<file path="src/rtl/hub75_scan_ctrl.sv">
// HUB75 32x32 scan controller: free-running column shift, blank, latch and
// display sequencing over a double-buffered frame memory.
module hub75_scan_ctrl #(
    parameter int ON_CYCLES    = 64,
    parameter int BLANK_CYCLES = 2
) (
    input  logic       clk,
    input  logic       reset_n,
    input  logic       enable,
    input  logic       swap_req,
    output logic       swap_ack,
    output logic       frame_done,
    output logic       buf_sel,
    output logic [9:0] rd_addr,
    input  logic [5:0] rd_data,
    output logic       r1,
    output logic       g1,
    output logic       b1,
    output logic       r2,
    output logic       g2,
    output logic       b2,
    output logic       a,
    output logic       b,
    output logic       c,
    output logic       d,
    output logic       lat,
    output logic       oe,
    output logic       led_clk
);

    typedef enum logic [2:0] {IDLE, SHIFT, BLANK, LATCH, DISPLAY} state_t;

    localparam logic [9:0] SHIFT_LAST = 10'd65;
    localparam logic [9:0] BLANK_LAST = 10'(BLANK_CYCLES - 1);
    localparam logic [9:0] ON_LAST    = 10'(ON_CYCLES - 1);

    state_t     state;
    state_t     state_next;
    logic [9:0] cnt;
    logic [3:0] row;
    logic [3:0] row_out;
    logic [5:0] colour;
    logic       buf_q;
    logic       row_last;
    logic       frame_end;
    logic [4:0] col;

    assign row_last  = (state == DISPLAY) && (cnt == ON_LAST);
    assign frame_end = row_last && (row == 4'd15);

    always_ff @(posedge clk) begin
        if (!reset_n) begin
            state <= IDLE;
        end else begin
            state <= state_next;
        end
    end

    always_comb begin
        state_next = state;
        case (state)
            IDLE:    if (enable) state_next = SHIFT;
            SHIFT:   if (cnt == SHIFT_LAST) state_next = BLANK;
            BLANK:   if (cnt == BLANK_LAST) state_next = LATCH;
            LATCH:   state_next = DISPLAY;
            DISPLAY: begin
                if (row_last) begin
                    state_next = (row != 4'd15 || enable) ? SHIFT : IDLE;
                end
            end
            default: state_next = IDLE;
        endcase
    end

    always_ff @(posedge clk) begin
        if (!reset_n) begin
            cnt     <= '0;
            row     <= '0;
            row_out <= '0;
            colour  <= '0;
            buf_q   <= 1'b0;
        end else begin
            case (state)
                IDLE: begin
                    cnt     <= '0;
                    row     <= '0;
                    row_out <= '0;
                    colour  <= '0;
                end
                SHIFT: begin
                    // Odd steps capture the word addressed on the previous even step.
                    if (cnt[0] && cnt < 10'd64) colour <= rd_data;
                    if (cnt == SHIFT_LAST) begin
                        cnt     <= '0;
                        row_out <= row;
                    end else begin
                        cnt <= cnt + 10'd1;
                    end
                end
                BLANK: begin
                    cnt <= (cnt == BLANK_LAST) ? '0 : cnt + 10'd1;
                end
                LATCH: begin
                    cnt    <= '0;
                    colour <= '0;
                end
                DISPLAY: begin
                    if (row_last) begin
                        cnt <= '0;
                        row <= row + 4'd1;
                        if (frame_end && swap_req) buf_q <= ~buf_q;
                        if (frame_end && !enable) row_out <= '0;
                    end else begin
                        cnt <= cnt + 10'd1;
                    end
                end
                default: cnt <= '0;
            endcase
        end
    end

    assign col        = (state == SHIFT) ? cnt[5:1] : '0;
    assign rd_addr    = {buf_q, row, col};
    assign buf_sel    = buf_q;
    assign frame_done = frame_end;
    assign swap_ack   = frame_end && swap_req;
    assign led_clk    = (state == SHIFT) && cnt[0] && (cnt >= 10'd3);
    assign lat        = (state == LATCH);
    assign oe         = (state != DISPLAY);
    assign {r1, g1, b1, r2, g2, b2} = colour;
    assign {d, c, b, a} = row_out;

endmodule

</file>
<file path="config.mk">
export PLATFORM = sky130hd
export DESIGN_NAME = hub75_scan_ctrl
export DESIGN_NICKNAME = d
export VERILOG_FILES = /design/src/rtl/hub75_scan_ctrl.sv
export SDC_FILE = /design/constraint.sdc
export NUM_CORES = 1
export LEC_CHECK = 0
export ABC_AREA = 1
export CAP_MARGIN = 20
export CORE_ASPECT_RATIO = 0.5
export CORE_MARGIN = 2
export CORE_UTILIZATION = 30
export CTS_CLUSTER_DIAMETER = 50
export DETAILED_ROUTE_END_ITERATION = 10
export PLACE_DENSITY = 0.63
export SETUP_SLACK_MARGIN = 0.2
export SYNTH_ARGS = -nofsm -noshare
export SYNTH_HDL_FRONTEND = slang
export SYNTH_SLANG_ARGS = --single-unit
</file>
<file path="constraint.sdc">
create_clock -name clk -period 1.8 [get_ports clk]
set_input_delay 0.45 -clock clk [delete_from_list [all_inputs] [get_ports clk]]
set_output_delay 0.45 -clock clk [all_outputs]
set_load 0.01 [all_outputs]
</file>
Word-level counts from Yosys, hierarchy flattened

Cells that the tools add are included.

Add/subtract/negate cells: 2
Magnitude comparators: 2
Eq/ne operators: 16
Multiplexer cells: 19
Bitwise logic cells: 1
Reductions and logical operators: 19

Operators with widths:

| kind                                                                           | number |
|---|---|
| 10-bit 2-to-1 mux                                                              | 3 |
| 10-bit case mux with 3 select lines                                            | 1 |
| 4-bit 2-to-1 mux                                                               | 4 |
| 3-bit case mux with 5 select lines                                             | 1 |
| 3-bit 2-to-1 mux                                                               | 4 |
| 4-bit case mux with 3 select lines                                             | 1 |
| 6-bit case mux with 2 select lines                                             | 1 |
| 10-bit by 1-bit adder with 10-bit output (second input constant)               | 1 |
| 10-bit by 1-bit equality test with 1-bit output (second input constant)        | 1 |
| 10-bit by 6-bit equality test with 1-bit output (second input constant)        | 1 |
| 10-bit by 7-bit equality test with 1-bit output (second input constant)        | 1 |
| 10-bit by 2-bit >= comparator with 1-bit output (second input constant)        | 1 |
| 10-bit by 7-bit less-than comparator with 1-bit output (second input constant) | 1 |
| 2-bit inequality test (second input constant)                                  | 5 |
| 4-bit case mux with 2 select lines                                             | 1 |
| 4-bit AND reduction                                                            | 2 |
| 1-bit logical AND                                                              | 7 |
| 3-bit by 2-bit equality test with 1-bit output (second input constant)         | 2 |
| 6-bit 2-to-1 mux                                                               | 1 |
| 5-bit 2-to-1 mux                                                               | 1 |
| 4-bit by 1-bit adder with 4-bit output (second input constant)                 | 1 |
| 4-bit equality test (second input constant)                                    | 1 |
| 4-bit inequality test (second input constant)                                  | 1 |
| 2-bit AND reduction                                                            | 2 |
| other kinds (13)                                                               | 14 |

Bits in registers: 28
Input bits: 10
Output and inout port bits: 26
Logic and storage cells: 65

Depth between registers and ports, before layout

Gate-level depths: netlist (run 1).

Depth after elaboration: 7
Gate-level depth with buffers: 10
Mapped depth without buffers: 10

Worst setup path before layout (run 1)

No wires, ideal clock.

Path type: register to output
Start point: register cnt[0]
End point: output port frame_done
Arrival: 1,293 ps
Data required time: 1,350 ps
Setup slack: 57 ps
Cell stages (with the launch flop): 8
Path buffers: 0
Cell sequence: dfxtp_1 ha_1 nand2_2 nor2_4 nand2_4 nor2_4 inv_2 nor3_1

Cells in the longest elaborated chain, start to end: 3

Ends and longest elaborated chain:

| what                                            | line | source |
|---|---|---|
| from (decl)                                     | 39   | `logic [9:0] cnt;` |
| from (signal assigned)                          | 97   | `cnt <= cnt + 10'd1;` |
| from (signal assigned)                          | 101  | `cnt <= (cnt == BLANK_LAST) ? '0 : cnt + 10'd1;` |
| from (signal assigned)                          | 114  | `cnt <= cnt + 10'd1;` |
| 10-bit by 6-bit equality test with 1-bit output | 48   | `assign row_last = (state == DISPLAY) && (cnt == ON_LAST);` |
| 1-bit logical AND                               | 48   |  |
| 1-bit logical AND                               | 49   | `assign frame_end = row_last && (row == 4'd15);` |
| to (decl)                                       | 12   | `output logic frame_done,` |

No other way between the ends.

Final worst setup path (run 1)

Start point: register cnt[1]
End point: output port swap_ack

Cells in the longest elaborated chain, start to end: 4

Ends and longest elaborated chain:

| what                                            | line | source |
|---|---|---|
| 10-bit by 6-bit equality test with 1-bit output | 48   |  |
| 1-bit logical AND                               | 48   |  |
| 1-bit logical AND                               | 49   |  |
| 1-bit logical AND                               | 126  | `assign swap_ack = frame_end && swap_req;` |
| to (decl)                                       | 11   | `output logic swap_ack,` |

No other way between the ends.

==> results of run 1 <==
## layout by cell type (no fill, tap or decap), drive strengths merged, types with 3 or more instances in the layout
cell type	count
buf	55
nand2	48
nor2	34
dfxtp	28
inv	27
a21oi	17
dlygate4sd2	16
nand3	12
clkdlybuf4s50	9
nor3	6
o21ai	6
xor2	5
clkbuf	3
nand4	3
ha	3
## worst max-delay path, cell delays in order (launching register included)
cell     delay, ps
dfxtp_2        370
ha_4           150
nand2_4         60
nor2_4         140
nand2_4         70
nor2_4          90
and3_4         190
buf_6           90
## power groups by stage
stage	Combinational, mW	Clock [mW]	Sequential [mW]
global placement	0.816	0	0.701
finish	0.912	0.502	0.705
CTS	0.830	0.521	0.699
floorplan	0.552	0	0.717
global route	1.01	0.543	0.711
detailed placement	0.827	0	0.701
## sequential cells by signal, indices dropped and copies added, names as in the netlist
register / flops
buf_sel: 1
row_out: 4
colour: 6
row: 4
state: 3
cnt: 10
## through the flow
stage          cells  power (mW)  setup WS [ps]  instance area [µm²]  setup TNS (ps)
3_3_place_gp     333       1.517         -253.0                 2207          -552.4
2_1_floorplan    195       1.269          200.5                 1518               0
5_1_grt          347       2.263         -172.9                 2474          -426.4
6_report         347       2.119         -96.28                 2474          -203.4
4_1_cts          342       2.050         -79.99                 2326          -155.0
3_5_place_dp     333       1.528         -259.8                 2207          -569.5
## cell type report
cell class / count / share of cell area (%)
Clock buffer: 3 / 1.669
Clock inverter: 1 / 1.214
Inverter: 27 / 4.502
Multi-Input combinational cell: 138 / 38.75
Sequential cell: 28 / 23.32
Tap cell: 70 / 3.541
Timing Repair Buffer: 80 / 27.01
## how the worst min path moves through the flow
stage | startpoint | endpoint | cells past startpoint
floorplan | cnt[0] | cnt[0] | 1
global placement | colour[0] | colour[0] | 2
detailed placement | colour[4] | colour[4] | 2
CTS | colour[3] | colour[3] | 2
global route | colour[3] | colour[3] | 2
finish | colour[1] | colour[1] | 2
## per-layer routing
| metal | share of wire (%) | GRT usage (%) | vias to the layer above |
|---|---|---|---|
| met5 | 0 | 0 | - |
| met4 | 0.92 | 3.829 | 0 |
| met3 | 2.7 | 3.269 | 2 |
| met2 | 50 | 25.44 | 16 |
| met1 | 46 | 17.53 | 676 |
| li1 | - | - | 785 |
## Yosys cell counts, drive strengths merged
master | n | area [µm²]
nand4 | 3 | 25.02
o21ai | 6 | 33.78
nand2 | 48 | 232.7
nor3 | 6 | 51.30
and3 | 1 | 11.26
o21bai | 1 | 18.77
dfxtp | 28 | 560.5
clkbuf | 1 | 3.750
inv | 27 | 101.4
ha | 3 | 37.54
nor2 | 34 | 178.9
o2111ai | 1 | 8.760
nand3 | 12 | 87.59
a21oi | 17 | 88.84
buf | 1 | 7.510
nor3b | 1 | 12.51
xor2 | 5 | 43.79
## cell families after synthesis
| family | after synthesis |
|---|---|
| AO/OA/AOI/OAI | 25 |
| AND/OR/NAND/NOR | 105 |
| buffers and inverters | 29 |
| flip-flops | 28 |
| XOR/XNOR | 5 |
| adder cells (fa/ha/maj) | 3 |
## what timing repair did
item	in CTS	in global routing
endpoints found under the setup margin	26	25
buffers inserted	5	5
pin swaps	12	18
resized for setup	80	32
==> impl_metrics.tcl, run 1 <==
set metrics [dict create \
    hold_viol 0 \
    drc_errors 0 \
    grt_pass1_wl_mm 6.313 \
    syn_inst 195 \
    dieHeight_um 54.07 \
    drive_above_1_share_pct 46.21 \
    power.ir.vdd_worst_mv 0.4680 \
    gr-usage-all-layers_pct 14.10 \
    crit_type "reg2out" \
    clk_latency_ps 280 \
    multi_input_area_um2 958.4 \
    ys_seq_elements 28 \
    p_int_mw 1.320 \
    crit_arrival_ps 1450 \
    clk_pin_slew_worst_paths_ps 100 \
    antenna_found_initial 0 \
    required_ps 1350 \
    leakagePower_nw 1.122 \
    die_x_um 104.1 \
    avgSynthCellArea_um2 7.713 \
    startpoint_type "flop" \
    synth-seq-area-share_pct 37.27 \
    clock_path_buffers 2 \
    initialDrtViolationCount 69 \
    hold_path_class "reg2reg" \
    fin_nets 291 \
    area_growth_pct 64.48 \
    dieArea_um2 5630 \
    yosys-mux-area-fraction_pct 0 \
    overflow 0 \
    yosys_warnings 0 \
    synth_adder_area_share_pct 2.496 \
    max_freq_mhz 527.3 \
    seqPwrFrac_pct 33.3 \
    pwr-share-clk_pct 23.7 \
    period_share_pct 105.3 \
    final-seq-area_um2 576.8 \
    cts-hold-fix-buffers 0 \
    crit_fanout 2 \
    switching_share_pct 37.72 \
    fillers 474 \
    dr.pass1.iters 4 \
    final.setup.worst_slack_ps -96.28 \
    synth_area_um2 1504 \
    tritoncts "built" \
    worst_pin_slew_ps 393.6 \
    violations "setup timing" \
    ant_nets 0 \
    numPortBuffers 35 \
    rr_startpoint "cnt[4]" \
    synth_nets 208 \
    rsz0062_at_grt "true" \
    diodes 0 \
    crit_start "cnt[1]" \
    end_kind "primary output" \
    final_util_pct 50.61 \
    yosys.area_share.simple_pct 39.85 \
    rrSetupSlack_ps 240 \
    status "finished with violations" \
    pin_count 36 \
    endpoint "swap_ack" \
    synth-xor-area-share_pct 2.912 \
    fin_crit_ps 1896 \
    cap_viol_max_count 0 \
    vias 1479 \
    rows 18 \
    clock_sinks 28 \
    grt_max_degree 17 \
    synth-compound-area-share_pct 9.983 \
    reg2reg_depth 11 \
    drv_slew 0 \
    setup_viol 3 \
    place.gp.congestion 0.8202 \
    ys_types 31 \
    placeableCoreArea_um2 4887 \
    start_util_pct 30.77 \
    numCtsBuffers 3 \
    wl_per_cell_um 10.96 \
    combPwrFrac_pct 43.0 \
    timing.hold.ws_ps 464.4 \
    p_per_area_nw_per_um2 856.8 \
    hpwlAfterDp_mm 2.801 \
    cts_max_level 1 \
    skew_ps 4.045 \
    grt_pass1_vias 1416 \
    max_slew_margin_pct 73.62 \
    finalWirelength_mm 3.803 \
    switching_power_mw 0.7994 \
    worstReg2RegEnd "cnt[0]" \
    cts_root_buf "clkbuf_8" \
    synth_top_family_by_area "simple AND/OR/NAND/NOR gates" \
    avgViaCountPerCell 4.262 \
]
Power figures use the tool's default switching activity.
==> run 2: changes to the inputs <==
- DONT_BUFFER_PORTS: unset -> 1
- PLACE_DENSITY: 0.63 -> 0.54
==> impl_metrics.tcl, run 2 (synthesis gave the netlist of run 1 again) <==
set metrics [dict create \
    status "completed" \
    cts_root_buf "clkbuf_8" \
    min-delay-start "reset_n" \
    cts_max_level 1 \
    stdcell_count 284 \
    antenna_found_initial 0 \
    crit_arrival_ps 1350 \
    grt_pass1_vias 1208 \
    cts-hold-fix-buffers 0 \
    area_growth_pct 26.46 \
    crit_path_cell_trace "ha_4, nand2_4, nor2_4, nand2_4, nor2_4, and3_4" \
    hold_path_class "in2reg" \
    endpoint "swap_ack" \
    crit_start "cnt[1]" \
    reg2reg_depth 10 \
    startpoint_type "flop" \
    clock_path_buffers 2 \
    tritoncts "built" \
    rrSetupSlack_ps 250 \
    setup_viol 0 \
    gr-usage-all-layers_pct 12.75 \
    worstReg2RegEnd "row_out[3]" \
    finalWirelength_mm 3.408 \
    cap_viol_max_count 0 \
    max_slew_margin_pct 72.81 \
    dieArea_um2 5630 \
    final_common_cell "nand2_1" \
    worst_path_max_delay_cell "dfxtp_4" \
    drv_slew 0 \
    numPortBuffers 0 \
    max_freq_mhz 556.9 \
    fillers 508 \
    worst_pin_slew_ps 405.7 \
    wl_per_cell_um 12.00 \
    p_per_area_nw_per_um2 1043 \
    reg_top3 "cnt (10), colour (6)" \
    skew_ps 2.366 \
    hold_depth 2 \
    drive_above_1_share_pct 39.25 \
    pin_count 36 \
    clock_sinks 28 \
    fin_nets 228 \
    placeableCoreArea_um2 4887 \
    vias 1260 \
    fin_crit_ps 1796 \
    start_util_pct 30.77 \
    overflow 0 \
    grt_pass1_wl_mm 5.692 \
    crit_type "reg2out" \
    ant_nets 0 \
    power.ir.vdd_worst_mv 0.4755 \
    drc_errors 0 \
    die_x_um 104.1 \
    clk_latency_ps 270 \
    grt_max_degree 16 \
    period_share_pct 99.76 \
    worst_path_largest_cell_delay_ps 380 \
    crit_fanout 3 \
    clk_pin_slew_worst_paths_ps 90 \
    initialDrtViolationCount 36 \
    avgViaCountPerCell 4.437 \
    mostFrequentLayoutCells "38 x nand2_1, 21 x nor2_1, 19 x dfxtp_1" \
    rows 18 \
    leakagePower_nw 0.7385 \
    final_util_pct 38.91 \
    dr.pass1.iters 4 \
    hold_viol 0 \
    diodes 0 \
    numCtsBuffers 3 \
    timing.hold.ws_ps 281.6 \
    largest_reg_flops 10 \
    dieHeight_um 54.07 \
    dp_slack_ps 152.9 \
    required_ps 1350 \
    final.setup.worst_slack_ps 4.290 \
    max_flop_register "cnt" \
    finalPower_mw 1.985 \
    rr_startpoint "row[0]" \
    rsz0062_at_grt "true" \
    hpwlAfterDp_mm 2.499 \
    dp.cells 268 \
    end_kind "primary output" \
    place.gp.congestion 0.7970 \
]
==> run 2: cell types whose count changed in the layout (fill, tap and decap cells not counted), moves of 3 or more <==
cell             previous run  this run
dlygate4sd2_1              16         0
buf_6                      12         1
nor3_2                      1         4
clkdlybuf4s50_1             9         0
nor2_2                      6         2
buf_4                      35        15
inv_1                      13        16
inv_4                       4         1
buf_2                       8         0
==> run 2: metal layers <==
layer | track usage (%) | share of wire [%]
met5 | 0 | 0
met4 | 1.577 | 0.62
met3 | 4.600 | 5.2
met2 | 23.46 | 48
met1 | 15.15 | 46
==> run 2: worst min path at each step <==
stage,slack [ps],endpoint
after global routing,280,buf_sel
after global placement,500,colour[4]
after floorplan,450,cnt[0]
after CTS,280,buf_sel
final,280,buf_sel
after detailed placement,500,colour[4]
==> run 2: where the power goes <==
part	total, mW	leakage (nW)	switching, mW	internal (mW)
Sequential	0.706	0.231	0.0415	0.664
Clock	0.391	0.0288	0.195	0.196
Combinational	0.888	0.479	0.551	0.337
==> run 2: per-stage QoR <==
step	TNS, ps	area (µm²)
2_1_floorplan	0	1518
3_3_place_gp	0	1632
3_5_place_dp	0	1632
4_1_cts	-139.2	1843
5_1_grt	-173.4	1902
6_report	0	1902
==> run 2: final cells by class <==
class                   instances  area (µm²)  area share (%)
multi-input cells             138       937.1           49.28
flip-flops and latches         28       574.3           30.20
repair buffers                 17       143.9           7.566
inverters                      27       103.9           5.461
well taps                      70       87.58           4.605
clock buffers                   4       55.05           2.895
==> run 2: repair_timing <==
action,CTS,global route
gates resized for setup,20,13
buffers inserted,9,3
endpoints found under the setup margin,8,18
pin swaps,8,7
cloned,0,0
==> run 2: critical path, delay by kind of cell, from the launching register on <==
family / cells / cell delay (ps)
adder cells (fa/ha/maj): 1 / 140
flip-flops: 1 / 380
AND/OR/NAND/NOR: 5 / 550
==> run 3: changes to the inputs <==
--- a/config.mk
+++ b/config.mk
@@ -10,3 +10,2 @@
 export CORE_ASPECT_RATIO = 0.5
-export CORE_MARGIN = 2
 export CORE_UTILIZATION = 30
@@ -17,2 +16,3 @@
 export SETUP_SLACK_MARGIN = 0.2
+export SLEW_MARGIN = 0
 export SYNTH_ARGS = -nofsm -noshare
--- a/constraint.sdc
+++ b/constraint.sdc
@@ -3,2 +3,2 @@
 set_output_delay 0.45 -clock clk [all_outputs]
-set_load 0.01 [all_outputs]
+set_load 0.1 [all_outputs]
==> impl_metrics.tcl, run 3 (synthesis gave the netlist of run 1 again) <==
set metrics [dict create \
    status "finished with violations" \
    violations "setup timing" \
    combPwrFrac_pct 49.3 \
    wl_per_cell_um 11.49 \
    cts_max_level 1 \
    area_growth_pct 64.31 \
    grt-busiest-layer "met2" \
    hpwlAfterDp_mm 2.588 \
    worst_path_largest_cell_delay_ps 400 \
    dr.pass1.iters 4 \
    power.ir.vdd_worst_mv 0.3741 \
    diodes 0 \
    switching_share_pct 41.25 \
    clock_path_buffers 2 \
    grt_max_degree 17 \
    clk_latency_ps 280 \
    worst_path_max_delay_cell "and3_4" \
    met3_usage_pct 3.495 \
    end_kind "primary output" \
    tritoncts "built" \
    drv_slew 0 \
    crit_buf_inv 0 \
    max_slew_margin_pct 63.93 \
    dieHeight_um 52.07 \
    cts_root_buf "clkbuf_8" \
    cpLargestDelayFamily "simple AND/OR/NAND/NOR gates" \
    place.gp.congestion 0.7753 \
    reg_top3 "cnt (10), colour (6)" \
    hold_path_class "in2reg" \
    max_freq_mhz 497.8 \
    setup_viol 3 \
    rows 17 \
    fin_crit_ps 2009 \
    cap_viol_max_count 0 \
    gr-usage-all-layers_pct 13.46 \
    rsz0062_at_grt "true" \
    timing.hold.ws_ps 275.2 \
    pin_count 36 \
    numCtsBuffers 3 \
    met2_usage_pct 22.60 \
    fin_nets 259 \
    crit_path_cell_trace "ha_4, nand2_4, nor2_4, nand2_4, nor2_4, and3_4" \
    ant_nets 0 \
    drive_above_1_share_pct 58.37 \
    grt_util_met1_pct 17.48 \
    vias 1359 \
    fin_tns_setup_ps -523.3 \
    clock_sinks 28 \
    placeableCoreArea_um2 4594 \
    startpoint_type "flop" \
    skew_ps 6.287 \
    clk_pin_slew_worst_paths_ps 90 \
    stdcell_area_um2 2471 \
    drc_errors 0 \
    numPortBuffers 0 \
    max_flop_register "cnt" \
    antenna_found_initial 0 \
    dieArea_um2 5317 \
    avgViaCountPerCell 4.370 \
    required_ps 1350 \
    leakagePower_nw 0.9866 \
    seqPwrFrac_pct 30.0 \
    mostFrequentLayoutCells "30 x nand2_1, 30 x buf_4, 19 x nor2_1" \
    die_x_um 102.1 \
    cts-hold-fix-buffers 0 \
    final.setup.worst_slack_ps -208.7 \
    p_int_mw 1.402 \
    start_util_pct 32.73 \
    crit_fanout 3 \
    period_share_pct 111.6 \
    finalWirelength_mm 3.573 \
    hold_viol 0 \
    switching_power_mw 0.9844 \
    crit_arrival_ps 1560 \
    placed_area_um2 2053 \
    overflow 0 \
    worst_pin_slew_ps 540.4 \
    grt_pass1_vias 1237 \
    p_per_area_nw_per_um2 965.7 \
    initialDrtViolationCount 31 \
    grt_pass1_wl_mm 5.471 \
    fillers 411 \
    pwr-share-clk_pct 20.7 \
    finalPower_mw 2.386 \
    crit_type "reg2out" \
    largest_reg_flops 10 \
]
run 3: cell types whose count changed in the layout (fill, tap and decap cells not counted), moves of 4 or more:
cell	change
a21oi_1	-6
a21oi_2	+6
buf_12	+8
buf_4	+15
buf_6	+8
dfxtp_1	-7
dfxtp_4	+8
nand2_1	-8
nand2_2	+5
nand3_4	+4
run 3: worst register-to-register path: stages, from the launching register on:
cell and delay, ps:
dfxtp_4 370, ha_4 160, nand2_4 60, nor2_4 130, nand2_4 70, nor2_4 90, and3_4 400, nand2_1 80
nand2_1 60, nor2_1 30
run 3: cell type report:
class / instances / area [µm²] / share of cell area [%]
well taps: 66 / 82.58 / 3.342
repair buffers: 48 / 506.7 / 20.51
flip-flops and latches: 28 / 603.1 / 24.41
multi-input cells: 138 / 1089 / 44.05
clock buffers: 3 / 41.29 / 1.671
inverters: 27 / 118.9 / 4.810
clock inverters: 1 / 30.03 / 1.215
run 3: final timing paths:
| path | start | end | slack, ps | cells past startpoint |
|---|---|---|---|---|
| setup / recovery | cnt[0] | swap_ack | -210 | 6 |
| hold / removal | reset_n | buf_sel | 280 | 2 |
| setup reg to reg | cnt[0] | buf_sel | 240 | 9 |
| hold reg to reg | row_out[0] | row_out[0] | 470 | 2 |
run 3: layer usage:
layer,vias to the layer above,part of all wire (%),wire (µm)
met2,24,48,1702
met5,-,0,0
met1,617,47,1695
met3,2,4.5,159
li1,716,-,-
met4,0,0.45,16
run 3: power by group through the flow:
stage / clock (mW) / sequential, mW / combinational, mW
finish: 0.493 / 0.716 / 1.18
global route: 0.534 / 0.723 / 1.26
CTS: 0.517 / 0.707 / 0.988
detailed placement: 0 / 0.726 / 0.887
global placement: 0 / 0.723 / 0.884
floorplan: 0 / 0.814 / 0.632
run 3: metrics by stage:
step,util [%],setup WS [ps],instances
floorplan,-,-365.9,195
global route,53.79,-292.2,311
detailed placement,44.69,15.94,289
global placement,44.69,46.62,289
CTS,48.75,-198.1,303
finish,53.79,-208.7,311
run 3: timing repair:
item                       CTS  global route
setup endpoints to repair   17            36
resized for setup           11            41
pin swaps                    8            14
buffers inserted            10             8
==> RTL edit 1, RTL diff (settings of run 3) <==
The parameter `ON_CYCLES` goes from 64 to 32.
--- a/src/rtl/hub75_scan_ctrl.sv
+++ b/src/rtl/hub75_scan_ctrl.sv
@@ -3,3 +3,3 @@
 module hub75_scan_ctrl #(
-    parameter int ON_CYCLES    = 64,
+    parameter int ON_CYCLES    = 32,
     parameter int BLANK_CYCLES = 2
Check against the original RTL: same outputs for any inputs over 10 cycles, from zero or initial values and one cycle with reset_n low; that may be too few to reach the edited logic, so the function may still have changed.
==> RTL edit 1 against run 3 <==
- the run still ends with setup timing left
- cell area is 1.1% lower
- critical path depth stayed put
- die area is 2.0% lower
- sequential cell count stayed put
- synthesized area is 2.1% lower
- worst setup slack better by 82 ps
- maximum frequency is 4.3% higher
- routed wire length is 15% higher
- power is 9.2% lower
- critical path type unchanged
- critical endpoint unchanged
==> RTL edit 1: results (changes against run 3) <==
metric;value;unit;change
status;complete, but fails checks;;unchanged
violated checks;setup timing;;unchanged
number of unique standard cell types used by synthesis;27;;was 31
Setup violations, final;9;;was 3
global-route track usage on met1;21.1;%;was 17.5%
vias in the first global route;1401;;was 1,237
worst setup path start;cnt[1];;was cnt[0]
worst setup slack for register-to-register paths;40;ps;was 240 ps
routed length on met3;257;um;was 159 um
global-route met2 utilization;27.3;%;was 22.6%
slowest library cell on the worst path;dfxtp_2;;was and3_4
Critical Path Max Stage Delay;360;ps;was 400 ps
Post-synth top cells;42 x nand2_1, 28 x dfxtp_1, 28 x nor2_1;;was 39 x nand2_1, 28 x dfxtp_1, 27 x nor2_1
sum of negative setup slack;-350;ps;was -523 ps
post-DP HPWL;2.85;mm;was 2.59 mm
dpl cells;302;;was 289
Worst slew margin;79.4;%;was 63.9%
M3 GR Usage;4.30;%;was 3.49%
final hold slack;305;ps;was 275 ps
switching power;844;uW;was 984 uW
worst hold path startpoint;rd_data[3];;was reset_n
r2r startpoint;state[1];;was cnt[0]
depth of the worst register-to-register path;13;;was 9
WL met1;1.89;mm;was 1.70 mm
wire length of the first global-routing pass;6.46;mm;was 5.47 mm
met2 layer wire length in the routed design;1.94;mm;was 1.70 mm
placed inst area;0.00205;mm^2;about the same
post-route setup slack;-126;ps;was -209 ps
Mean Syn Cell Area;7.11;um^2;was 7.71 um^2
post-place setup slack;35.1;ps;was 15.9 ps
nets in the synthesized netlist;220;;was 208
crit path to;swap_ack;;unchanged
post-route clock skew;5.13;ps;was 6.29 ps
ranking of synthesized cells by area;dfxtp_1 38%, nand2_1 11%, nor2_1 7.1%;;was dfxtp_1 37%, nand2_1 9.7%, nor2_1 6.7%
routability congestion estimate from global placement;0.875;;was 0.775
worst reg2reg path endpoint;cnt[6];;was buf_sel
Tot GR Track Use;16.3;%;was 13.5%
Final #Nets;275;;was 259
first-iteration detailed-routing DRC count;48;;was 31
number of vias per cell after detailed routing;4.60;;was 4.37
share of final-layout standard cells stronger than drive strength 1;47.1;%;was 58.4%
top layer in use;met3;;was met4
number of input and output port buffers inserted;0;;unchanged
WHS Endpoint;colour[3];;was buf_sel
post-route non-filler standard cell count;327;;was 311
RTL edit 1: cell families after synthesis:
kind of cell | synth area share (%)
adder cells (fa/ha/maj) | 2.55
AO/OA/AOI/OAI | 10.8
flip-flops | 38.1
buffers and inverters | 9.52
AND/OR/NAND/NOR | 36.7
XOR/XNOR | 2.38
RTL edit 1: power by group through the flow:
stage / Combinational [uW] / Sequential [uW] / Clock (uW)
floorplan: 620 / 710 / 0
global placement: 764 / 691 / 0
detailed placement: 779 / 692 / 0
CTS: 890 / 684 / 518
global route: 1060 / 685 / 548
finish: 985 / 681 / 501
RTL edit 1: cell type report:
class / instances / area (um^2)
well taps: 66 / 82.6
repair buffers: 54 / 577
clock buffers: 3 / 41.3
flip-flops and latches: 28 / 601
clock inverters: 1 / 30.0
multi-input cells: 145 / 992
fillers: 403 / 2110
inverters: 30 / 120
RTL edit 1: what timing repair did:
action	4_1_cts	5_1_grt
hold buffers	0	0
pin swaps	12	13
gates resized for setup	31	15
endpoints found under the setup margin	28	36
setup buffers	13	8
==> RTL edit 2, RTL diff (settings of run 3) <==
Without the edit above. Encoding of `state_t`: now Gray code (3 bits for 5 states).
--- a/src/rtl/hub75_scan_ctrl.sv
+++ b/src/rtl/hub75_scan_ctrl.sv
@@ -30,3 +30,3 @@
 
-    typedef enum logic [2:0] {IDLE, SHIFT, BLANK, LATCH, DISPLAY} state_t;
+    typedef enum logic [2:0] {IDLE = 3'b000, SHIFT = 3'b001, BLANK = 3'b011, LATCH = 3'b010, DISPLAY = 3'b110} state_t;
 
Formal check against the unedited RTL: same outputs for any inputs over 10 cycles, from zero or initial values and one cycle with reset_n low; not proved beyond that.
==> RTL edit 2 against run 3 <==
- the flow still finishes with violations (setup timing)
- via count grew 5.0%
- maximum frequency grew 1.6%
- worst setup slack gained 32 ps
- sequential cell count is the same
- clock power shrank 26%
- routed wire length grew 2.8%
- power shrank 1.3%
- synthesized area grew 1.6%
- cell area shrank 8.4%
- non-clock buffer count shrank 8
- synthesized cell count grew 3.1%
- highest routed layer unchanged
==> RTL edit 2: results (changes against run 3) <==
metric;value;unit;change
crit path to;led_clk;;was swap_ack
share of total power consumed by net switching;46.2;%;was 41.3%
slowest library cell on the worst path;dfxtp_2;;was and3_4
post-synthesis share of cell area spent on xor and xnor gates;2.87;%;was 2.91%
post-DP HPWL;2.67;mm;was 2.59 mm
cell type group with the largest total delay on the critical path;buffers and inverters;;was simple AND/OR/NAND/NOR gates
status;complete, but fails checks;;unchanged
vias in the first global route;1226;;was 1,237
Post-synth top cells;39 x nor2_1, 28 x dfxtp_1, 28 x inv_1;;was 39 x nand2_1, 28 x dfxtp_1, 27 x nor2_1
violated checks;setup timing;;unchanged
count of mapped cells out of synthesis;201;;was 195
number of vias per cell after detailed routing;4.63;;was 4.37
global-route track usage on met1;18.6;%;was 17.5%
fill cell total of the finished layout;453;;was 411
routed length on met3;206;um;was 159 um
placed inst area;0.00203;mm^2;was 0.00205 mm^2
depth of the worst register-to-register path;8;;was 9
post-route setup slack;-176;ps;was -209 ps
Setup violations, final;8;;was 3
number of combinational gates with multiple inputs;137;;was 138
Tot GR Track Use;13.9;%;was 13.5%
dpl cells;295;;was 289
Adder-Cell Fraction of Synth Area;2.46;%;was 2.50%
routability congestion estimate from global placement;0.813;;was 0.775
share of synthesized area occupied by flip-flops and latches;36.7;%;was 37.3%
==> RTL edit 2: changes by cell type after synthesis, sizes merged, moves of 2 or more <==
cell	delta
o21ai	+5
buf	+2
a21oi	+2
nand2	-23
nand3	+2
inv	+5
nor2	+9
nand4	+3
==> RTL edit 2: timing repair <==
action,4_1_cts,5_1_grt
hold endpoints to repair,0,0
pin swaps,5,6
setup endpoints to repair,10,26
gates resized for setup,13,21
buffers inserted,4,5
==> RTL edit 2: per-stage QoR <==
step	power, uW	setup TNS, ps
final	2360	-509
after global routing	2490	-924
after CTS	2150	-1010
after detailed placement	1780	0
after global placement	1770	0
after floorplan	1590	-2170
==> RTL edit 2: power groups by stage <==
stage	Clock (uW)	Sequential, uW	Combinational [uW]
after global placement	0	755	1010
after CTS	374	746	1030
after floorplan	0	950	638
after global routing	400	770	1320
after detailed placement	0	757	1020
final	363	762	1230
